<file path="src/rtl/argmax_pkg.sv">
// argmax_pkg: shared constants, state encoding and FP32 ordering helpers for
// the classifier argmax controller and its PE.
//   N_CLASS       number of logits per inference
//   PE_LAT        cycles the PE is held out of reset per pass
//   CLASS_INVALID class code reported when the PE finds no winner
package argmax_pkg;

  localparam int unsigned N_CLASS       = 10;
  localparam int unsigned PE_LAT        = 8;
  localparam logic [3:0]  CLASS_INVALID = 4'hF;

  typedef enum logic [2:0] {
    StIdle = 3'd0,
    StLoad = 3'd1,
    StRun  = 3'd2,
    StCapt = 3'd3,
    StDone = 3'd4
  } argmax_state_t;

  function automatic logic fp_is_nan(input logic [31:0] x);
    return (x[30:23] == 8'hFF) && (x[22:0] != 23'd0);
  endfunction

  // Maps an FP32 pattern onto an unsigned key with the same ordering as the
  // float value (negatives are bit-inverted, positives get the MSB set).
  function automatic logic [31:0] fp_key(input logic [31:0] x);
    return x[31] ? ~x : {1'b1, x[30:0]};
  endfunction

endpackage

</file>
<file path="src/rtl/argmax_ctrl_pe_findamx.sv">
// PE_findamx: two-stage pipelined argmax over ten FP32 values.
// Ports:
//   clk          clock, rising edge
//   rst          synchronous active-high reset; clears the pipeline
//   in_0..in_9   FP32 candidates, must be stable while out of reset
//   out          winning index 0..9; 4'hF until the pipeline has filled or
//                when every input is NaN
// NaN inputs never win. On equal values the lowest index wins.
module PE_findamx
  import argmax_pkg::*;
(
  input  logic        clk,
  input  logic        rst,
  input  logic [31:0] in_0,
  input  logic [31:0] in_1,
  input  logic [31:0] in_2,
  input  logic [31:0] in_3,
  input  logic [31:0] in_4,
  input  logic [31:0] in_5,
  input  logic [31:0] in_6,
  input  logic [31:0] in_7,
  input  logic [31:0] in_8,
  input  logic [31:0] in_9,
  output logic [3:0]  out
);

  localparam int unsigned HALF = 5;

  logic [31:0] in_arr [10];

  assign in_arr[0] = in_0;
  assign in_arr[1] = in_1;
  assign in_arr[2] = in_2;
  assign in_arr[3] = in_3;
  assign in_arr[4] = in_4;
  assign in_arr[5] = in_5;
  assign in_arr[6] = in_6;
  assign in_arr[7] = in_7;
  assign in_arr[8] = in_8;
  assign in_arr[9] = in_9;

  // Stage 1: independent scan of each half.
  logic [1:0]       h_found;
  logic [1:0][3:0]  h_idx;
  logic [1:0][31:0] h_key;

  always_comb begin
    h_found = '0;
    h_idx   = {CLASS_INVALID, CLASS_INVALID};
    h_key   = '0;
    for (int h = 0; h < 2; h++) begin
      for (int i = h * HALF; i < (h + 1) * HALF; i++) begin
        // Strict greater-than keeps the earlier index on ties.
        if (!fp_is_nan(in_arr[i]) && (!h_found[h] || (fp_key(in_arr[i]) > h_key[h]))) begin
          h_found[h] = 1'b1;
          h_idx[h]   = 4'(i);
          h_key[h]   = fp_key(in_arr[i]);
        end
      end
    end
  end

  logic [1:0]       s1_found_q;
  logic [1:0][3:0]  s1_idx_q;
  logic [1:0][31:0] s1_key_q;
  logic             s1_valid_q;
  logic [3:0]       s2_idx_q, s2_idx_d;
  logic             s2_valid_q;

  // Stage 2: lower half wins unless the upper half is strictly larger.
  // With no winner in either half, s1_idx_q[0] already holds CLASS_INVALID.
  always_comb begin
    s2_idx_d = s1_idx_q[0];
    if (s1_found_q[1] && (!s1_found_q[0] || (s1_key_q[1] > s1_key_q[0]))) begin
      s2_idx_d = s1_idx_q[1];
    end
  end

  always_ff @(posedge clk) begin
    if (rst) begin
      s1_found_q <= '0;
      s1_idx_q   <= {CLASS_INVALID, CLASS_INVALID};
      s1_key_q   <= '0;
      s1_valid_q <= 1'b0;
      s2_idx_q   <= CLASS_INVALID;
      s2_valid_q <= 1'b0;
    end else begin
      s1_found_q <= h_found;
      s1_idx_q   <= h_idx;
      s1_key_q   <= h_key;
      s1_valid_q <= 1'b1;
      s2_idx_q   <= s2_idx_d;
      s2_valid_q <= s1_valid_q;
    end
  end

  assign out = s2_valid_q ? s2_idx_q : CLASS_INVALID;

endmodule

</file>
<file path="src/rtl/argmax_ctrl.sv">
// argmax_ctrl: buffers ten FP32 logits from a valid/ready stream, runs one
// PE_findamx pass by releasing its reset for PE_LAT cycles, and presents the
// winning class on a valid/ready result port.
// Ports:
//   clk, rst             clock; synchronous active-high reset
//   in_valid/in_ready    logit handshake, in_data is the logit (class 0..9)
//   res_valid/res_ready  result handshake
//   res_class            winning class, 4'hF on PE failure
//   res_err              high when res_class is 4'hF
//   busy                 high whenever the controller is not idle
//   err_cnt, err_clr     only with ARGMAX_ERR_CNT_EN: saturating count of
//                        failed passes, and its synchronous clear
module argmax_ctrl
  import argmax_pkg::*;
#(
  parameter int unsigned DATA_W = 32
) (
  input  logic              clk,
  input  logic              rst,
  input  logic              in_valid,
  input  logic [DATA_W-1:0] in_data,
  output logic              in_ready,
  output logic              res_valid,
  input  logic              res_ready,
  output logic [3:0]        res_class,
  output logic              res_err,
`ifdef ARGMAX_ERR_CNT_EN
  output logic [7:0]        err_cnt,
  input  logic              err_clr,
`endif
  output logic              busy
);

  localparam logic [3:0] LAST_IDX = 4'(N_CLASS - 1);
  localparam logic [3:0] RUN_LAST = 4'(PE_LAT - 1);

  argmax_state_t     state_q, state_d;
  logic [3:0]        idx_q, idx_d;
  logic [3:0]        run_cnt_q, run_cnt_d;
  logic [3:0]        res_class_q, res_class_d;
  logic              res_err_q, res_err_d;
  logic [DATA_W-1:0] logit_q [N_CLASS];
  logic [DATA_W-1:0] logit_d [N_CLASS];
  logic              accept;
  logic              pe_rst;
  logic [3:0]        pe_out;

  assign in_ready  = (state_q == StIdle) || (state_q == StLoad);
  assign res_valid = (state_q == StDone);
  assign busy      = (state_q != StIdle);
  assign accept    = in_valid && in_ready;
  assign res_class = res_class_q;
  assign res_err   = res_err_q;

  // The PE restarts from a clean pipeline on every pass.
  assign pe_rst = rst || (state_q != StRun);

  always_comb begin
    state_d     = state_q;
    idx_d       = idx_q;
    run_cnt_d   = run_cnt_q;
    res_class_d = res_class_q;
    res_err_d   = res_err_q;
    logit_d     = logit_q;

    // idx_q is 0 in IDLE, so the first accept lands in logit[0].
    if (accept) begin
      logit_d[idx_q] = in_data;
    end

    unique case (state_q)
      StIdle: begin
        if (accept) begin
          idx_d   = 4'd1;
          state_d = StLoad;
        end
      end
      StLoad: begin
        if (accept) begin
          if (idx_q == LAST_IDX) begin
            idx_d     = '0;
            run_cnt_d = '0;
            state_d   = StRun;
          end else begin
            idx_d = idx_q + 4'd1;
          end
        end
      end
      StRun: begin
        run_cnt_d = run_cnt_q + 4'd1;
        if (run_cnt_q == RUN_LAST) begin
          state_d = StCapt;
        end
      end
      StCapt: begin
        res_class_d = pe_out;
        res_err_d   = (pe_out == CLASS_INVALID);
        state_d     = StDone;
      end
      StDone: begin
        if (res_ready) begin
          state_d = StIdle;
        end
      end
      default: state_d = StIdle;
    endcase
  end

  always_ff @(posedge clk) begin
    if (rst) begin
      state_q     <= StIdle;
      idx_q       <= '0;
      run_cnt_q   <= '0;
      res_class_q <= CLASS_INVALID;
      res_err_q   <= 1'b0;
    end else begin
      state_q     <= state_d;
      idx_q       <= idx_d;
      run_cnt_q   <= run_cnt_d;
      res_class_q <= res_class_d;
      res_err_q   <= res_err_d;
    end
  end

  // Logit buffer carries no reset; its contents are only used after a full load.
  always_ff @(posedge clk) begin
    logit_q <= logit_d;
  end

`ifdef ARGMAX_ERR_CNT_EN
  logic [7:0] err_cnt_q, err_cnt_d;

  always_comb begin
    err_cnt_d = err_cnt_q;
    if (err_clr) begin
      err_cnt_d = '0;
    end else if ((state_q == StCapt) && (pe_out == CLASS_INVALID) && (err_cnt_q != 8'hFF)) begin
      err_cnt_d = err_cnt_q + 8'd1;
    end
  end

  always_ff @(posedge clk) begin
    if (rst) begin
      err_cnt_q <= '0;
    end else begin
      err_cnt_q <= err_cnt_d;
    end
  end

  assign err_cnt = err_cnt_q;
`endif

  PE_findamx u_pe (
    .clk  (clk),
    .rst  (pe_rst),
    .in_0 (logit_q[0]),
    .in_1 (logit_q[1]),
    .in_2 (logit_q[2]),
    .in_3 (logit_q[3]),
    .in_4 (logit_q[4]),
    .in_5 (logit_q[5]),
    .in_6 (logit_q[6]),
    .in_7 (logit_q[7]),
    .in_8 (logit_q[8]),
    .in_9 (logit_q[9]),
    .out  (pe_out)
  );

endmodule

</file>
<file path="config.mk">
export PLATFORM = sky130hd
export DESIGN_NAME = argmax_ctrl
export DESIGN_NICKNAME = d
export VERILOG_FILES = /design/src/rtl/argmax_pkg.sv /design/src/rtl/argmax_ctrl_pe_findamx.sv /design/src/rtl/argmax_ctrl.sv
export SDC_FILE = /design/constraint.sdc
export NUM_CORES = 1
export LEC_CHECK = 0
export CORE_ASPECT_RATIO = 1.4
export CORE_MARGIN = 10
export CORE_UTILIZATION = 50
export DETAILED_ROUTE_END_ITERATION = 10
export PLACE_DENSITY_LB_ADDON = 0.3
export REMOVE_ABC_BUFFERS = 1
export SETUP_SLACK_MARGIN = 0.5
export SLEW_MARGIN = 30
export SYNTH_ARGS = -nofsm -noshare
export SYNTH_HDL_FRONTEND = slang
export SYNTH_SLANG_ARGS = --single-unit
</file>
<file path="constraint.sdc">
create_clock -name clk -period 10.05 [get_ports clk]
set_input_delay 2.01 -clock clk [delete_from_list [all_inputs] [get_ports clk]]
set_output_delay 2.01 -clock clk [all_outputs]
set_load 0.01 [all_outputs]
</file>
# After elaboration in Yosys (flattened, before gate mapping)
# Cells that the tools add are included.
# Widths: inputs -> output; s select.
# op_classes
eq_ne	23
mux	59
addsub	2
reduce_logical	67
n_bitwise	11
n_lt_le_gt_ge	11
# op_table
op	count
$mux 32	21
$bwmux 320	1
$not 32->32	10
$gt 32x32->1	9
$reduce_bool 23->1	10
$demux 32 s4	1
$eq 8x8->1 const B	10
$mux 4	15
$logic_and 1x1->1	21
$mux 3	7
$pmux 4 s2	2
$logic_not 1->1	15
$pmux 3 s5	1
$logic_or 1x1->1	11
$mux 1	11
$add 4x1->4 const B	2
$eq 4x4->1 const B	2
$eq 3x2->1 const B	2
$ne 2x2->1 const B	3
$reduce_and 3->1	2
$ge 5x5->1 const B	1
$lt 5x1->1 const B	1
$not 4->5	1
$reduce_and 5->1	1
other kinds (10)	13
# word_totals
wordCells	199
output_inout_bits	8
regBits	416
input_bits	36

# Depth between registers and ports, before layout
# Gate-level depths: netlist (run 1).
# depth
ltp_word	19
mapped_depth	49
depth_no_buf	41

# Hierarchy
# From an unflattened synthesis (run 1), not the netlist that was laid out.
# unflattened
hier_cells	2562
hier_area_um2	26769.4
# modules_own_cells
module	n_inst	cells_each	area_each_um2	seq_area_each_um2
PE_findamx	1	2140	16308.1	1601.5
argmax_ctrl	1	422	10461.3	9929.5

# Worst setup path before layout (run 1)
# No wires, ideal clock.
# synth_path
kind	reg2reg
start	register logit_q[144] in the netlist's numbering
end	register u_pe.s1_key_q[43] in the netlist's numbering
stages_incl_launch_ff	46
required_ps	9914
path_slack_ps	-252
t_arrival_ps	10166
n_path_buf	11
synth_period_minus_slack_ps	10302
cell_sequence	edfxtp_1 nor4_1 nand4_1 o21ai_2 clkbuf_1 nand2_1 ha_1 nand4_2 or4_1 or3_4 and3_4 buf_6 buf_6 or3_4 nand2_1 ha_1 and4_1 or4b_1 [10 not listed] a211oi_1 a2111oi_0 o41ai_1 a211oi_1 clkbuf_1 clkbuf_1 clkbuf_1 o21bai_1 ha_1 nand4_1 nor4_1 nand3_1 a22oi_1 o21ai_0 o21ai_1 clkbuf_1 clkbuf_1 o32ai_1
# synth_via
elab_chain_len	19
elab_cells_between_ends	28
classes_between	order compare (4); mux (10); bitwise (1); reduce/logical (13)
# synth_rtl
item	line_no	rtl
start: declaration	argmax_ctrl.sv:42	logic [DATA_W-1:0] logit_q [N_CLASS];
start signal: assignment	argmax_ctrl.sv:127	logit_q <= logit_d;
$reduce_bool 23->1 or $not 32->32 (tied branches)	-	
$logic_and 1x1->1 or $mux 32 (tied branches)	-	
$mux 32	argmax_ctrl_pe_findamx.sv:54	if (!fp_is_nan(in_arr[i]) && (!h_found[h] || (fp_key(in_arr[i]) > h_key[h]))) begin
$gt 32x32->1	argmax_ctrl_pe_findamx.sv:54	
$logic_or 1x1->1	argmax_ctrl_pe_findamx.sv:54	
$logic_and 1x1->1	argmax_ctrl_pe_findamx.sv:54	
$mux 32 or $mux 1 (tied branches)	argmax_ctrl_pe_findamx.sv:54	
$gt 32x32->1 or $logic_not 1->1 (tied branches)	argmax_ctrl_pe_findamx.sv:54	
[3 not listed]	-	
$gt 32x32->1 or $logic_not 1->1 (tied branches)	argmax_ctrl_pe_findamx.sv:54	
$logic_or 1x1->1	argmax_ctrl_pe_findamx.sv:54	
$logic_and 1x1->1	argmax_ctrl_pe_findamx.sv:54	
$mux 32 or $mux 1 (tied branches)	argmax_ctrl_pe_findamx.sv:54	
$gt 32x32->1 or $logic_not 1->1 (tied branches)	argmax_ctrl_pe_findamx.sv:54	
$logic_or 1x1->1	argmax_ctrl_pe_findamx.sv:54	
$logic_and 1x1->1	argmax_ctrl_pe_findamx.sv:54	
$mux 32 (*)	argmax_ctrl_pe_findamx.sv:54	
end signal: assignment	argmax_ctrl_pe_findamx.sv:90	s1_key_q <= h_key;
end: declaration	argmax_ctrl_pe_findamx.sv:65	logic [1:0][31:0] s1_key_q;
# Every way passes the cells marked *; elsewhere a longest branch is shown, timed or not.
# A chain may end at the register's enable or synchronous reset.

# Final worst setup path (run 1)
# Ends and elaborated chain as after synthesis.

==> metrics.md, run 1 <==
| Metric | Value |
|---|---|
| Status | finished, violations left |
| Failing checks | negative setup slack |
| Drt total wl | 101 mm |
| Yosys warning count | 0 |
| Seq cells post-synth | 416 |
| Post-layout min period | 10700 ps |
| Register share of total power | 38.1% |
| Endpoints failing hold | 0 |
| Worst vdd ir | 0.000159 V |
| Async S/R FF share, synth | 0% |
| Clock buffer depth | 3 |
| DP Wirelength | 74.2 mm |
| PwrDens | 127 nW/um^2 |
| Largest net degree at the start of global routing | 42 |
| Routed vias/inst | 6.06 |
| Final setup viols | 71 |
| R2r worst-path depth | 51 |
| Sequential element share of the synthesized area | 41.7% |
| Tcrit/Tclk final | 107% |
| Slowest stage cell, crit path | or4_4 |
| Fin. max-slew vios | 0 |
| CTS tree | yes |
| Power Total | 4.94 mW |
| Startpoint Class | register |
| Total track usage | 29.6% |
| DRT Pass-1 Iters | 5 |
| Total leakage power | 15.8 nW |
| Vias in the first global route | 26700 |
| Core footprint | 54500 sq um |
| Worst Skew | 32.6 ps |
| IO Pins | 44 |
| Antenna Nets Post-Route | 0 |
| P_int | 3.52 mW |
| Max-cap violations | 0 |
| Fill cells | 3858 |
| DRC | 0 |
| Max stage delay on crit path | 580 ps |
| R2R setup slack | -650 ps |
| Final Net Count | 3798 |
| Initial antenna violation count | 2 |
| Synthesis-to-finish area growth | 40.5% |
| Clock sink count | 416 |
| Most used flip-flop cell after synthesis | edfxtp_1 |
| Critical Path Most Common Cell | buf_12 |
| Placer Congestion | 0.991 |
| I/O Buffers | 43 |
| Initial Util | 50.8% |
| Worst-margin pin slew | 1010 ps |
| Clock Latency Late Sink | 600 ps |
| CP Max Fanout | 8 |
| Mapped Cells | 2764 |
| Die W | 219 microns |
| CTS Buf Count | 43 |
| Setup ws final | -654 ps |
| Die area | 65200 sq um |
| Accumulated negative setup slack | -31400 ps |
| Hold Crit Depth | 1 |
| H-tree depth | 2 |
| F_max | 93.4 MHz |
| Worst path required time | 10560 ps |
| Clock Power Share | 33.1% |
| Multi-input logic area | 17200 sq um |
| Sequential Area | 11500 sq um |
| Psw | 1.43 mW |
| HP Class | reg2reg |
| Register clock-pin slew on the reported worst setup and hold paths | 60 ps |
| Crit Path Class | reg2reg |
| Dpl ws | -1400 ps |
| WL/cell | 23.9 microns |
| Total grt overflow | 0 |
| Cell Rows | 101 |
| Crit end category | register |
| RSZ-0062 raised after global routing | yes |
| Comb pwr share | 28.8% |
| Layout cells sized above 1 | 33.6% |
| Die H | 298 microns |
| Synthesized area per cell | 10.0 sq um |
| CTS Root Cell | clkbuf_16 |
| Headroom to the max-slew limit | 32.5% |
| Initial DRC count | 1511 |
| Via count | 25600 |
| First-pass GRT wire length | 150 mm |
| Hold_ws | 433 ps |
| Switching part of the total | 28.8% |
| Number of synthesized flops with an enable pin | 320 |
| CP arrival | 11210 ps |
| Distinct cells, synth | 78 |
| Synth Cell Area | 27700 sq um |
## synthesized netlist by cell type, drive strengths merged, types with 37 or more instances
library cell / count / share of area, %
a21oi: 195 / 3.5
a21o: 37 / 1.0
inv: 147 / 2.0
o21ai: 134 / 2.5
xnor2: 69 / 2.2
xor2: 244 / 7.7
nand4: 97 / 2.2
buf: 42 / 0.71
nor3: 49 / 0.89
a21boi: 42 / 1.1
ha: 289 / 13
a31oi: 37 / 0.86
clkbuf: 104 / 1.4
dfxtp: 96 / 6.9
edfxtp: 320 / 35
a211oi: 37 / 1.0
nand2: 155 / 2.1
nor2: 139 / 1.9
nand3: 78 / 1.4
nor4: 74 / 1.7
## routing by layer
| metal | GRT usage [%] | wire [microns] | vias to the layer above |
|---|---|---|---|
| li1 | - | - | 11800 |
| met2 | 54.6 | 52800 | 932 |
| met3 | 3.52 | 3890 | 463 |
| met1 | 28.7 | 34500 | 12400 |
| met4 | 24.9 | 10000 | 0 |
| met5 | 0 | 0 | - |
## critical path: cells and delay by family (launching register included)
family                     cells  cell delay [ps]
and+or+nand+nor               17             3990
adders and majority gates      4              960
AOI/OAI and AO/OA             17             3250
DFF                            1              410
buffers and inverters         13             2000
## power groups by stage
stage | Combinational, mW | Sequential [mW] | Clock, mW
finish | 1.42 | 1.88 | 1.64
global route | 1.51 | 1.88 | 1.73
CTS | 1.29 | 1.88 | 1.66
detailed placement | 1.06 | 1.92 | 0
global placement | 1.02 | 1.92 | 0
floorplan | 0.505 | 1.92 | 0
## state kept, by name, summed over array words and instances (netlist names)
name / flops
run_cnt_q: 4
u_pe.s1_idx_q: 8
logit_q: 320
u_pe.s1_key_q: 64
u_pe.s1_valid_q: 1
idx_q: 4
u_pe.s1_found_q: 2
u_pe.s2_valid_q: 1
u_pe.s2_idx_q: 4
state_q: 3
res_class: 4
res_err: 1
## path summary, 6_finish.rpt
| kind | from | endpoint |
|---|---|---|
| min | u_pe.s1_valid_q | u_pe.s2_valid_q |
| min reg2reg | u_pe.s1_valid_q | u_pe.s2_valid_q |
| max | logit_q[144] | u_pe.s1_key_q[43] |
| max reg2reg | logit_q[144] | u_pe.s1_key_q[43] |
## layout make-up
cell class | count | share of cell area, %
Multi-Input combinational cell | 2055 | 44.4
Sequential cell | 416 | 29.7
Timing Repair Buffer | 810 | 18.5
Clock buffer | 61 | 3.19
Tap cell | 721 | 2.32
Inverter | 147 | 1.44
Clock inverter | 19 | 0.486
Antenna cell | 1 | 0.00644
## metrics by stage
step	cell area, sq um	util [%]	std cells
floorplan	27100	-	2618
global placement	33300	61.1	3986
detailed placement	33300	61.1	3987
CTS	37300	68.5	4171
global route	38800	71.3	4230
finish	38800	71.3	4230
## logic make-up (layout without fill, tap and decap cells)
logic type	after synthesis	count (layout)	share of synthesized area, %
muxes	22	22	0.801
and+or+nand+nor	706	706	13.1
AOI/OAI and AO/OA	725	725	17.3
adders and majority gates	289	289	13.1
xor gates and xnor gates	313	313	9.91
DFF	416	416	41.7
buffers and inverters	293	1037	4.12
other	0	1	0
## layout by cell type, fill, tap and decap left out, types with 29 or more instances in the layout
master and instances:
ha_4 32, nor4_1 54, a21oi_1 176, and3_1 33
xnor2_1 69, nand2_1 134, o21ai_2 39, buf_12 30
a21o_1 37, inv_1 135, o21ai_1 29, nand3_1 74
edfxtp_1 320, buf_4 657, dfxtp_1 96, xor2_1 244
nor3_1 33, ha_1 256, clkbuf_16 47, nor2_1 102
buf_6 55, nand4_1 96, a21boi_0 31, clkdlybuf4s50_1 43
o211ai_1 30, a211oi_1 29, o21ai_0 62
## what timing repair did
item                                    4_1_cts  5_1_grt
pin swaps                                   120      112
endpoints found under the hold margin         0        0
buffers inserted                             87       54
gates resized for setup                     346      209
endpoints found under the setup margin       71       71
hold buffers                                  0        0
cloned                                       17        2
Power figures use the tool's default switching activity.
==> run 2: changes to the inputs <==
- clock period: 10.05 -> 10.8 ns (I/O delays scaled with it)
==> metrics.md, run 2 (same netlist as run 1, synthesis figures left out) <==
| Metric | Value |
|---|---|
| DRC | 0 (unchanged) |
| Synthesis-to-finish area growth | 37.5% |
| R2R setup slack | -200 ps (+450 ps) |
| Die area | 65200 sq um (unchanged) |
| Register clock-pin slew on the reported worst setup and hold paths | 60 ps (about the same) |
| Cell Rows | 101 (unchanged) |
| WL/cell | 24.8 microns (+3.8%) |
| Most flop-heavy register | logit_q |
| Via count | 25400 (-0.85%) |
| Placer Congestion | 1.01 (+1.5%) |
| CP arrival | 11450 ps (+240 ps) |
| HP Class | reg2reg |
| Most common cell after layout, fill and taps aside | buf_4 |
| Startpoint Class | register |
| Worst Skew | 26.4 ps (-6.19 ps) |
| Crit path capture | u_pe.s1_key_q[44] |
| Comb pwr share | 29.1% (+0.3 points) |
| Die W | 219 microns (unchanged) |
| Total track usage | 28.6% (-0.99 points) |
| R2r worst-path depth | 52 (+2.0%) |
| Initial Util | 50.8% (unchanged) |
| Met2 WL | 53.4 mm (+1.2%) |
| Fin. max-slew vios | 0 (unchanged) |
| Largest register FFs | 320 (unchanged) |
| Fill cells | 3958 (+2.6%) |
| N_diodes | 0 (-1) |
| Clock sink count | 416 (unchanged) |
| Failing checks | negative setup slack |
| CTS Root Cell | clkbuf_16 |
| Final setup viols | 23 (-68%) |
| Largest net degree at the start of global routing | 59 (+40%) |
| Finished Core Util | 69.8% (-1.5 points) |
| Total grt overflow | 0 (unchanged) |
| DRT Pass-1 Iters | 6 (+1) |
| Switching part of the total | 29.5% (+0.68 points) |
| Final Net Count | 3689 (-2.9%) |
| DP Wirelength | 72.9 mm (-1.7%) |
| Clock Latency Late Sink | 590 ps (about the same) |
| Crit Path Class | reg2reg |
| Max-cap violations | 0 (unchanged) |
| RSZ-0062 raised after global routing | yes |
| Power Total | 4.48 mW (-9.4%) |
| CP Max Fanout | 8 (unchanged) |
| Worst-margin pin slew | 954 ps (-54.6 ps) |
| Critical Path Most Common Cell | buf_4 |
| Largest regs | logit_q: 320 flops, u_pe.s1_key_q: 64 flops, u_pe.s1_idx_q: 8 flops |
| Layout cells sized above 1 | 31.3% (-2.3 points) |
| Clock buffer depth | 3 (unchanged) |
| Crit end category | register |
| First-pass GRT wire length | 145 mm (-3.2%) |
| Slowest stage cell, crit path | or4_4 |
| Headroom to the max-slew limit | 35.6% (+3.1 points) |
| Post-layout min period | 11000 ps (+295 ps) |
| Core footprint | 54500 sq um (unchanged) |
| Critical Path Start | logit_q[134] |
| Worst vdd ir | 0.000148 V (-6.9%) |
| Total leakage power | 15.2 nW (-3.7%) |
| I/O Buffers | 43 (unchanged) |
| Uppermost layer routed | met4 |
| Psw | 1.32 mW (-7.3%) |
| Setup ws final | -200 ps (+455 ps) |
| M1 wire length | 35.0 mm (+1.4%) |
| F_max | 90.9 MHz (-2.7%) |
| Crit Reg-Reg Endpoint | u_pe.s1_key_q[44] |
| Antenna Nets Post-Route | 0 (unchanged) |
| IO Pins | 44 (unchanged) |
| Die H | 298 microns (unchanged) |
| P_int | 3.16 mW (-10%) |
| Clock Power Share | 31.7% (-1.4 points) |
| Met3 WL | 4.61 mm (+18%) |
| PwrDens | 118 nW/um^2 (-7.4%) |
| Drt total wl | 102 mm (+1.0%) |
| Endpoints failing hold | 0 (unchanged) |
| CTS Buf Count | 42 (-2.3%) |
| Routed vias/inst | 6.18 (+1.8%) |
| Status | finished, violations left |
| Initial antenna violation count | 1 (-1) |
| CTS tree | yes |
| H-tree depth | 2 (unchanged) |
| Tcrit/Tclk final | 102% (-4.7 points) |
| R2r startpoint | logit_q[134] |
| Vias in the first global route | 25600 (-4.2%) |
| Accumulated negative setup slack | -1250 ps (+30160 ps) |
| Hold_ws | 454 ps (+21.0 ps) |
| Most frequent cells in the layout | buf_4, edfxtp_1, ha_1 |
| Max stage delay on crit path | 570 ps (about the same) |
| Initial DRC count | 1680 (+11%) |
| Register share of total power | 39.2% (+1.1 points) |
| Worst path required time | 11250 ps (+690 ps) |
-- run 2: cell types whose count changed in the layout (fill, tap and decap cells not counted), sizes merged --
cell / before / now
buf: 761 / 644
clkbuf: 63 / 74
bufbuf: 4 / 1
bufinv: 3 / 1
clkinv: 13 / 12
clkinvlp: 1 / 2
diode: 1 / 0
-- run 2: routing by layer --
| layer | up-vias | GRT usage [%] |
|---|---|---|
| met5 | - | 0 |
| met4 | 0 | 21.1 |
| met3 | 465 | 3.37 |
| met2 | 1087 | 52.7 |
| met1 | 12300 | 28.9 |
| li1 | 11600 | - |
-- run 2: stage by stage --
stage / std cells / setup slack, ps / area, sq um
final: 4118 / -200 / 38000
after global routing: 4118 / -700 / 38000
after CTS: 4036 / 155 / 35500
after detailed placement: 3867 / -946 / 32400
after global placement: 3867 / -941 / 32400
after floorplan: 2618 / -6330 / 27100
-- run 2: how the worst min path moves through the flow --
stage                                from         endpoint  slack (ps)  depth (start not counted)
after global routing      u_pe.s1_valid_q  u_pe.s2_valid_q         490                          1
final                     u_pe.s1_valid_q  u_pe.s2_valid_q         450                          1
after CTS                 u_pe.s1_valid_q  u_pe.s2_valid_q         460                          1
after detailed placement  u_pe.s1_valid_q  u_pe.s2_valid_q         420                          1
after floorplan           u_pe.s1_valid_q  u_pe.s2_valid_q         410                          1
after global placement    u_pe.s1_valid_q  u_pe.s2_valid_q         420                          1
-- run 2: worst max-delay path: cells and delay by family (launching register included) --
kind / cells / cell delay [ps]
buffers and inverters: 14 / 2190
DFF: 1 / 440
and+or+nand+nor: 20 / 4420
muxes: 1 / 300
AOI/OAI and AO/OA: 13 / 2470
adders and majority gates: 4 / 1000
-- run 2: what timing repair did --
item / in CTS / in global routing
pin swaps: 85 / 126
endpoints found under the setup margin: 71 / 71
gates resized for setup: 201 / 336
hold buffers: 0 / 0
setup buffers: 84 / 64
cloned: 8 / 17
-- run 2: cell type report --
| cell class | count | area, sq um | share of cell area (%) |
|---|---|---|---|
| Sequential cell | 416 | 11500 | 30.3 |
| Inverter | 147 | 561 | 1.47 |
| Clock inverter | 17 | 121 | 0.319 |
| Tap cell | 721 | 902 | 2.37 |
| Clock buffer | 60 | 1180 | 3.10 |
| Timing Repair Buffer | 702 | 6400 | 16.8 |
| Multi-Input combinational cell | 2055 | 17300 | 45.5 |
-- run 2: power by group through the flow --
stage | clock network (mW) | registers [mW] | logic (mW)
final | 1.42 | 1.75 | 1.30
after detailed placement | 0 | 1.79 | 0.974
after CTS | 1.44 | 1.75 | 1.05
after global routing | 1.50 | 1.76 | 1.38
after floorplan | 0 | 1.79 | 0.470
after global placement | 0 | 1.79 | 0.947
==> run 3: changes to the inputs <==
- CTS_CLUSTER_SIZE: default -> 25
- DONT_BUFFER_PORTS: default -> 1
- SETUP_SLACK_MARGIN: 0.5 -> 0.05
==> metrics.md, run 3 (same netlist as run 1, synthesis figures left out) <==
| Metric | Value |
|---|---|
| Status | finished, violations left |
| Failing checks | negative setup slack |
| Comb pwr share | 24.7% (-4.4 points) |
| Crit Path Class | reg2reg |
| DRC | 0 (unchanged) |
| DP Wirelength | 71.6 mm (-1.8%) |
| Clock buffer depth | 3 (unchanged) |
| Final Net Count | 3538 (-4.1%) |
| Finished Core Util | 66.0% (-3.8 points) |
| Met2 WL | 50.2 mm (-6.0%) |
| Routed vias/inst | 6.16 (-0.30%) |
| Drt total wl | 96.1 mm (-6.1%) |
| Die H | 298 microns (unchanged) |
| R2R setup slack | -150 ps (+50 ps) |
| Fin. max-slew vios | 0 (unchanged) |
| Headroom to the max-slew limit | 35.2% (-0.39 points) |
| Tcrit/Tclk final | 101% (-0.43 points) |
| Setup ws final | -153 ps (+46.6 ps) |
| Total leakage power | 14.4 nW (-5.3%) |
| Met3 WL | 3.77 mm (-18%) |
| Max stage delay on crit path | 530 ps (-40 ps) |
| Worst-margin pin slew | 970 ps (+16.0 ps) |
| Critical Path Most Common Cell | buf_12 |
| Max-cap violations | 0 (unchanged) |
| F_max | 91.3 MHz (+0.43%) |
| IO Pins | 44 (unchanged) |
| Endpoints failing hold | 0 (unchanged) |
| Uppermost layer routed | met4 |
| Fill cells | 4208 (+6.3%) |
| Largest net degree at the start of global routing | 40 (-32%) |
| Power Total | 4.27 mW (-4.7%) |
| Initial DRC count | 1508 (-10%) |
| Crit end category | register |
| DRT Pass-1 Iters | 6 (unchanged) |
| Vias in the first global route | 24800 (-3.1%) |
| PwrDens | 119 nW/um^2 (+0.69%) |
| Cell Rows | 101 (unchanged) |
| RSZ-0062 raised after global routing | yes |
| WL/cell | 24.2 microns (-2.5%) |
| Clock sink count | 416 (unchanged) |
| Most frequent cells in the layout | buf_4, edfxtp_1, ha_1 |
| Antenna Nets Post-Route | 0 (unchanged) |
| Multi-input logic area | 16800 sq um (-3.0%) |
| Hold_ws | 431 ps (-23.1 ps) |
| Worst path required time | 11280 ps (+30 ps) |
| Register share of total power | 41.1% (+1.9 points) |
| Initial antenna violation count | 0 (-1) |
| CTS Root Cell | clkbuf_16 |
| Worst vdd ir | 0.000148 V (+0.44%) |
| Via count | 24400 (-3.9%) |
| Most common cell after layout, fill and taps aside | buf_4 |
| I/O Buffers | 0 (-100%) |
| HP Class | reg2reg |
| Switching part of the total | 28.0% (-1.5 points) |
| Die W | 219 microns (unchanged) |
| Core footprint | 54500 sq um (unchanged) |
| Cell Count, Final, Fillers Out | 3968 (-3.6%) |
| Startpoint Class | register |
| Sequential Area | 11500 sq um (unchanged) |
| P_int | 3.07 mW (-2.7%) |
| Total grt overflow | 0 (unchanged) |
| Post-Place Cells | 3761 (-2.7%) |
| Total track usage | 27.6% (-1.0 points) |
| M1 wire length | 33.0 mm (-5.9%) |
| First-pass GRT wire length | 139 mm (-3.6%) |
| Placer Congestion | 0.974 (-3.2%) |
| CTS tree | yes |
| Initial Util | 50.8% (unchanged) |
| CP arrival | 11430 ps (-20 ps) |
| CTS hold repair buffers | 0 (unchanged) |
| Dpl ws | -1200 ps (-254 ps) |
| Final setup viols | 34 (+48%) |
| Largest regs | logit_q: 320 flops, u_pe.s1_key_q: 64 flops, u_pe.s1_idx_q: 8 flops |
| Die area | 65200 sq um (unchanged) |
| Clock Latency Late Sink | 590 ps (about the same) |
| Largest register FFs | 320 (unchanged) |
| H-tree depth | 2 (unchanged) |
| Register clock-pin slew on the reported worst setup and hold paths | 60 ps (about the same) |
| Post-layout min period | 10950 ps (-46.6 ps) |
| Slowest stage cell, crit path | or4_4 |
| Psw | 1.20 mW (-9.5%) |
| Synthesis-to-finish area growth | 30.0% |
| Clock Power Share | 34.2% (+2.5 points) |
| CTS Buf Count | 42 (unchanged) |
| CP Max Fanout | 7 (-1) |
| Layout cells sized above 1 | 26.9% (-4.4 points) |
| Most flop-heavy register | logit_q |
| Worst Skew | 16.6 ps (-9.82 ps) |
[run 3: cell count changes in the layout (fill, tap and decap cells not counted), sizes merged, moves of 4 or more]
cell	delta
clkinv	-4
buf	-101
clkbuf	-6
clkdlybuf4s50	-43
inv	+4
[run 3: critical path: cells and delay by family (launching register included)]
family	cells	cell delay (ps)
AO/OA/AOI/OAI	19	3880
AND/OR/NAND/NOR	14	3410
buffers and inverters	13	1970
adder cells (fa/ha/maj)	4	1080
flip-flops	1	430
[run 3: power groups by stage]
stage	combinational (mW)	clock, mW	sequential [mW]
6_report	1.06	1.46	1.75
5_1_grt	1.15	1.53	1.75
4_1_cts	0.951	1.48	1.75
3_5_place_dp	0.933	0	1.79
3_3_place_gp	0.907	0	1.79
2_1_floorplan	0.470	0	1.79
[run 3: per-layer routing]
| layer | global-route usage, % | up-vias |
|---|---|---|
| met5 | 0 | - |
| met4 | 21.7 | 0 |
| met3 | 3.05 | 402 |
| met2 | 51.0 | 883 |
| met1 | 27.4 | 11800 |
| li1 | - | 11300 |
[run 3: layout make-up]
type	instances	share of cell area [%]
sequential	416	32.1
clock inverter	15	0.271
inverter	147	1.56
clock buffer	62	3.50
antenna	1	0.00696
tap	721	2.51
multi-input combinational	2057	46.7
timing repair buffer	549	13.4
[run 3: metrics by stage]
step / cell area, sq um / TNS, ps
after global routing: 36000 / -20100
after CTS: 34100 / 0
after detailed placement: 31500 / -63220
after global placement: 31500 / -49950
after floorplan: 27100 / -305140
final: 36000 / -3110
[run 3: final timing paths]
check / startpoint / endpoint / cells past startpoint
setup / recovery: logit_q[144] / u_pe.s1_key_q[53] / 50
hold / removal: u_pe.s1_valid_q / u_pe.s2_valid_q / 1
setup reg to reg: logit_q[144] / u_pe.s1_key_q[53] / 50
hold reg to reg: u_pe.s1_valid_q / u_pe.s2_valid_q / 1
[run 3: timing repair]
action	CTS	global route
pin swaps	63	120
resized for setup	129	271
gates cloned	7	8
endpoints found under the setup margin	71	71
setup buffers	53	65
==> patch 1: new RTL, config.mk and constraints of run 1 <==
Set the package constant `N_CLASS` to 11 (it was 10).
--- a/src/rtl/argmax_pkg.sv
+++ b/src/rtl/argmax_pkg.sv
@@ -5,7 +5,7 @@
 //   CLASS_INVALID class code reported when the PE finds no winner
 package argmax_pkg;
 
-  localparam int unsigned N_CLASS       = 10;
+  localparam int unsigned N_CLASS       = 11;
   localparam int unsigned PE_LAT        = 8;
   localparam logic [3:0]  CLASS_INVALID = 4'hF;
 
Check against the original RTL: no difference found for any inputs over 10 cycles, from zero or initial values and one cycle with rst high; that may be too few to reach the edited logic, so the function may still have changed.
==> patch 1 against run 1 <==
- the run still ends with negative setup slack left
- clock skew is 3.6 ps lower
- setup slack better by 370 ps
- sequential cell count stayed put
- first-iteration DRC count is 21% higher
- routed wire length hardly changed
- area after synthesis is 3.0% lower
- total power is 12% higher
- final area is 6.6% lower
- critical endpoint is now u_pe.s1_key_q[11]$_SDFF_PN0_
==> patch 1: results (changes against run 1) <==
Run status:
- The run finished, with violations left.
- The checks that failed: negative setup slack.

Placed design:
- The instance area at placement was 30400 um2 (-8.8%).
- The count of buffers inserted at the top-level ports is 43 (unchanged).
- The placed wire-length estimate is 68900 um (-7.1%).
- The weighted congestion reported at the end of routability-driven placement was 0.958 (-3.4%).

Finish:
- The fraction of final layout cells sized beyond drive strength 1 came to 0.325 (-0.0109).
- The largest registers in the layout are logit_q: 320 flops, u_pe.s1_key_q: 64 flops, u_pe.s1_idx_q: 8 flops.
- The number of diodes added for antenna fixing is 0 (-1).
- The count of nets after finishing came to 3386 (-11%).
- The filler cell count was 3922 (+1.7%).

Synthesis:
- The post-synthesis async set-or-reset flop share is 0 (unchanged).
- The number of enable flip-flop cells after synthesis is 320 (unchanged).
- The number of synthesis warnings is 0 (unchanged).
- The sequential fraction of the synthesis area is 0.430 (+0.0128).
- Yosys attributes the largest share of cell area to sky130_fd_sc_hd__edfxtp_1 (36%), sky130_fd_sc_hd__ha_1 (13%), sky130_fd_sc_hd__xor2_1 (8.3%).
- By count the netlist is led by sky130_fd_sc_hd__edfxtp_1 (320), sky130_fd_sc_hd__ha_1 (289), sky130_fd_sc_hd__xor2_1 (254), sky130_fd_sc_hd__a21oi_1 (223), sky130_fd_sc_hd__nand2_1 (216).
- The count of different cell masters after synthesis is 78 (unchanged).

Power:
- The static power due to leakage was 0.0144 uW (-8.7%).
- The maximum vdd ir drop was 0.000166 V (+4.6%).
- The power per unit of standard cell area is 153 nW/um2 (+20%).

Global route:
- The pin count of the biggest net entering global routing is 55 (+31%).
- The global router's overall resource usage is 0.288 (-0.00837).
- The initial antenna violation count is 9 (+7).
- The number of global-route vias before repair is 22629 (-15%).
- The first-pass GRT wire length was 136000 um (-9.2%).

STA:
- The sum of negative setup slack came to -7140 ps (+24260 ps).
- The number of failing setup endpoints in the final timing report is 49 (-31%).
- The slew of the pin with the lowest slew margin is 1150 ps (+145 ps).
- The smallest setup slack after layout is -283 ps (+371 ps).
- The worst clock skew is 29.0 ps (-3.58 ps).

Detailed routing:
- The per-cell via count in the routed design is 6.08 (+0.35%).
- The iteration count of the initial detailed-routing pass is 7 (+2).
- The total wirelength of the detailed-routed design is 101000 um (about the same).
- The initial DRC count is 1829 (+21%).

Clock network:
- The total clock buffers created by CTS was 45 (+4.7%).
- The clock transition time at the flip-flop clock pins of the worst setup and hold paths is roughly 70 ps.
- The clock root buffer master is sky130_fd_sc_hd__clkbuf_16.
- The number of levels the H-tree was split into came to 2 (unchanged).
- The maximum clock path buffer count is 3 (unchanged).
- The latest clock arrival within the worst-skew pair is 610 ps.

Worst setup path:
- The delay of the slowest cell on the worst path is 580 ps (about the same).
- The data arrival time at the worst-slack endpoint is 10830 ps (-380 ps).
- The worst-path maximum fanout is 14 (+6).
- The slowest stage of the critical path is the sky130_fd_sc_hd__or4_4 cell.
- The family of cells with the greatest summed delay on the critical path is simple AND/OR/NAND/NOR gates.

Worst hold path:
- The min-delay analysis places its worst path in the category reg -> reg.
patch 1: cell count changes after synthesis, moves of 21 or more:
cell | before | now
sky130_fd_sc_hd__a31oi_1 | 36 | 3
sky130_fd_sc_hd__mux2_2 | 1 | 42
sky130_fd_sc_hd__a21o_1 | 37 | 16
sky130_fd_sc_hd__and3_1 | 33 | 2
sky130_fd_sc_hd__o21a_1 | 18 | 43
sky130_fd_sc_hd__o31ai_1 | 29 | 2
sky130_fd_sc_hd__nor2b_1 | 11 | 44
sky130_fd_sc_hd__nand2_1 | 155 | 216
sky130_fd_sc_hd__clkbuf_1 | 104 | 61
sky130_fd_sc_hd__a21oi_1 | 195 | 223
sky130_fd_sc_hd__nor2_1 | 138 | 106
sky130_fd_sc_hd__nand3_1 | 78 | 30
sky130_fd_sc_hd__a21boi_0 | 39 | 0
patch 1: final cells by class:
class,count,share of cell area
multi-input combinational,1930,0.459
sequential,416,0.318
timing repair buffer,528,0.142
clock buffer,52,0.0343
tap,714,0.0246
inverter,140,0.0146
clock inverter,30,0.00779
patch 1: stage by stage:
stage	setup WS (ps)	hold slack, ps	instances
after floorplan	-5170	406	2485
after global placement	-469	414	3560
after detailed placement	-619	410	3564
after CTS	83.1	425	3684
after global routing	-600	445	3810
final	-283	425	3810
patch 1: logic make-up after synthesis:
logic type | after synthesis | share of synthesized area
multiplexers | 53 | 0.0236
adder cells (fa/ha/maj) | 289 | 0.135
AO/OA/AOI/OAI | 607 | 0.147
flip-flops | 416 | 0.430
AND/OR/NAND/NOR | 671 | 0.124
XOR/XNOR | 309 | 0.101
buffers and inverters | 257 | 0.0391
patch 1: power breakdown:
group | internal, uW | switching [uW] | leakage, uW
combinational | 900 | 991 | 0.00998
clock | 997 | 743 | 0.000761
sequential | 1890 | 28.1 | 0.00367
total | 3790 | 1760 | 0.0144
patch 1: final timing paths:
kind                            from                      endpoint  slack [ps]  cells past startpoint
max           logit_q[321]$_DFFE_PP_  u_pe.s1_key_q[11]$_SDFF_PN0_        -280                     51
min          u_pe.s1_valid_q$_DFF_P_    u_pe.s2_valid_q$_SDFF_PN0_         420                      1
max reg2reg   logit_q[321]$_DFFE_PP_  u_pe.s1_key_q[11]$_SDFF_PN0_        -280                     51
min reg2reg  u_pe.s1_valid_q$_DFF_P_    u_pe.s2_valid_q$_SDFF_PN0_         420                      1
patch 1: metal layers:
layer  up-vias  global-route usage  wire length [um]
li1      10498                   -                 -
met1     11169               0.290             34200
met2      1045               0.514             50300
met3       470              0.0449              6250
met4         0               0.242             10400
met5         -                   0                 0
patch 1: what timing repair did:
item,CTS,global route
hold buffers,0,0
pin swaps,35,138
resized for setup,88,423
endpoints found under the hold margin,0,0
setup endpoints to repair,71,71
gates cloned,7,23
buffers inserted,31,100
==> patch 2: new RTL, flow settings as in run 1 <==
Without the edit above. Encoding of `argmax_state_t`: now one-hot (5 bits for 5 states).
--- a/src/rtl/argmax_pkg.sv
+++ b/src/rtl/argmax_pkg.sv
@@ -9,12 +9,12 @@
   localparam int unsigned PE_LAT        = 8;
   localparam logic [3:0]  CLASS_INVALID = 4'hF;
 
-  typedef enum logic [2:0] {
-    StIdle = 3'd0,
-    StLoad = 3'd1,
-    StRun  = 3'd2,
-    StCapt = 3'd3,
-    StDone = 3'd4
+  typedef enum logic [4:0] {
+    StIdle = 5'b00001,
+    StLoad = 5'b00010,
+    StRun  = 5'b00100,
+    StCapt = 5'b01000,
+    StDone = 5'b10000
   } argmax_state_t;
 
   function automatic logic fp_is_nan(input logic [31:0] x);
Formal check against the unedited RTL: same outputs for any inputs over 10 cycles, from zero or initial values and one cycle with rst high; not proved beyond that.
==> patch 2 against run 1 <==
- the flow still finishes with violations (negative setup slack)
- final cell count decreased by 13%
- via count decreased by 13%
- maximum frequency increased by 3.8%
- routed wire length decreased by 5.4%
- total power increased by 3.6%
- area after synthesis decreased by 4.1%
- final area decreased by 8.4%
- utilization decreased by 3.2 points
- sequential cell count increased by 2
- setup slack improved by 390 ps
- non-clock buffer count decreased by 372
- critical path depth increased by 1
- clock power increased by 8%
- critical path type unchanged
- highest routed layer unchanged
==> patch 2: results (changes against run 1) <==
Power:
- The maximum vdd ir drop is 0.000147 V (-7.6%).
- The static power due to leakage is 0.0140 uW (-11%).

Global route:
- The number of global-route vias before repair is 23193 (-13%).
- The initial antenna violation count is 10 (+8).
- The first-pass GRT wire length came to 137000 um (-8.6%).
- The global router's overall resource usage is 0.289 (-0.00766).
- The pin count of the biggest net entering global routing is 78 (+86%).

Detailed routing:
- The total wirelength of the detailed-routed design is 95700 um (-5.4%).
- The iteration count of the initial detailed-routing pass came to 6 (+1).
- The initial DRC count is 1832 (+21%).
- The total number of vias was 22429 (-13%).

Synthesis:
- After synthesis, the cell types taking the most area are sky130_fd_sc_hd__edfxtp_1 (36%), sky130_fd_sc_hd__ha_1 (14%), sky130_fd_sc_hd__xor2_1 (9.0%).
- The share of cell area taken by muxes after synthesis is 0.0239 (+0.0159).
- The adder-cell share of the synthesized area came to 0.136 (+0.00566).
- The number of standard cells after synthesis came to 2561 (-7.3%).
- The sequential fraction of the synthesis area was 0.437 (+0.0196).
- Ranked by instance count, the synthesized netlist is headed by sky130_fd_sc_hd__edfxtp_1 (320), sky130_fd_sc_hd__ha_1 (289), sky130_fd_sc_hd__xor2_1 (272), sky130_fd_sc_hd__nand2_1 (236), sky130_fd_sc_hd__a21oi_1 (150).
- The xor/xnor share of the synthesized area was 0.102 (+0.00264).
- The count of different cell masters after synthesis is 79 (+1.3%).
- The fraction of the mapped netlist area in compound gates is 0.134 (-0.0387).

Worst setup path:
- The delay of the slowest cell on the worst path is 600 ps (+20 ps).
- The master of the slowest instance on the critical path is sky130_fd_sc_hd__or4_4.
- The worst-path maximum fanout was 16 (+8).
- The data arrival time at the worst-slack endpoint is 10840 ps (-370 ps).

Finish:
- The number of non-filler instances in the completed layout is 3674 (-13%).
- The count of nets after finishing is 3256 (-14%).
- The number of diodes added for antenna fixing is 0 (-1).
- The filler cell count is 3821 (-0.96%).
- The fraction of final layout cells sized beyond drive strength 1 came to 0.298 (-0.0382).

STA:
- The smallest setup slack after layout is -267 ps (+388 ps).
- The relative max-transition margin is 0.240 (-0.0857).
- The number of failing setup endpoints in the final timing report came to 35 (-51%).
- The worst clock skew is 32.7 ps (+0.128 ps).

Run status:
- The final reports fail on negative setup slack.
- The run finished, with violations left.

Placed design:
- The weighted congestion reported at the end of routability-driven placement came to 0.968 (-2.3%).
- The count of buffers inserted at the top-level ports is 43 (unchanged).
- The placed wire-length estimate is 64000 um (-14%).
- The instance area at placement is 29400 um2 (-12%).
- The total placed cells including tap cells is 3449 (-13%).
- The worst setup timing slack at the placement stage is -683 ps (+716 ps).

Clock network:
- The total clock buffers created by CTS is 45 (+4.7%).
- The latest clock arrival within the worst-skew pair was 600 ps (about the same).

Worst hold path:
- The worst hold path belongs to the class reg -> reg.
-- patch 2: worst paths after layout --
kind	start	end	slack, ps	cells after the start
worst min register to register	u_pe.s1_valid_q$_DFF_P_	u_pe.s2_valid_q$_SDFF_PN0_	430	1
worst min-delay path	u_pe.s1_valid_q$_DFF_P_	u_pe.s2_valid_q$_SDFF_PN0_	430	1
worst max-delay path	logit_q[288]$_DFFE_PP_	u_pe.s1_key_q[8]$_SDFF_PN0_	-270	52
worst max register to register	logit_q[288]$_DFFE_PP_	u_pe.s1_key_q[8]$_SDFF_PN0_	-270	52
-- patch 2: layout make-up --
class	instances	area, um2	share of cell area
inverters	149	559	0.0157
clock inverters	24	295	0.00829
flip-flops and latches	418	11600	0.325
multi-input cells	1879	16700	0.469
clock buffers	59	1260	0.0354
repair buffers	438	4340	0.122
well taps	707	885	0.0248
-- patch 2: timing repair --
| item | 4_1_cts | 5_1_grt |
|---|---|---|
| hold endpoints to repair | 0 | 0 |
| setup endpoints to repair | 71 | 71 |
| resized for setup | 367 | 240 |
| setup buffers | 69 | 47 |
| gates cloned | 16 | 9 |
| pin swaps | 64 | 108 |
-- patch 2: through the flow --
step / setup TNS (ps) / utilization
6_report: -6970 / 0.681
5_1_grt: -26660 / 0.681
4_1_cts: -113 / 0.648
3_5_place_dp: -25240 / 0.563
3_3_place_gp: -16850 / 0.564
2_1_floorplan: -372450 / -
-- patch 2: critical path: cells and delay by family, from the launching register on --
family | cells | cell delay, ps
AND/OR/NAND/NOR | 13 | 3110
AO/OA/AOI/OAI | 16 | 3000
buffers and inverters | 18 | 2550
adder cells (fa/ha/maj) | 4 | 850
flip-flops | 1 | 450
multiplexers | 1 | 230
-- patch 2: cells by family (layout without fill, tap and decap cells) --
family	count (synthesis)	in the layout
multiplexers	58	58
AO/OA/AOI/OAI	531	531
AND/OR/NAND/NOR	693	693
XOR/XNOR	308	308
flip-flops	418	418
adder cells (fa/ha/maj)	289	289
buffers and inverters	264	670
-- patch 2: report_power, final --
group          leakage, uW  internal (uW)  switching (uW)
sequential         0.00368           1880            14.6
clock             0.000751           1020             745
combinational      0.00961            727             733
total               0.0140           3630            1490
-- patch 2: layer usage --
layer	part of all wire	wire [um]	vias up	track usage
met4	0.11	10500	0	0.268
met5	0	0	-	0
met1	0.34	32400	10821	0.288
li1	-	-	10173	-
met3	0.058	5510	459	0.0426
met2	0.49	47300	976	0.512
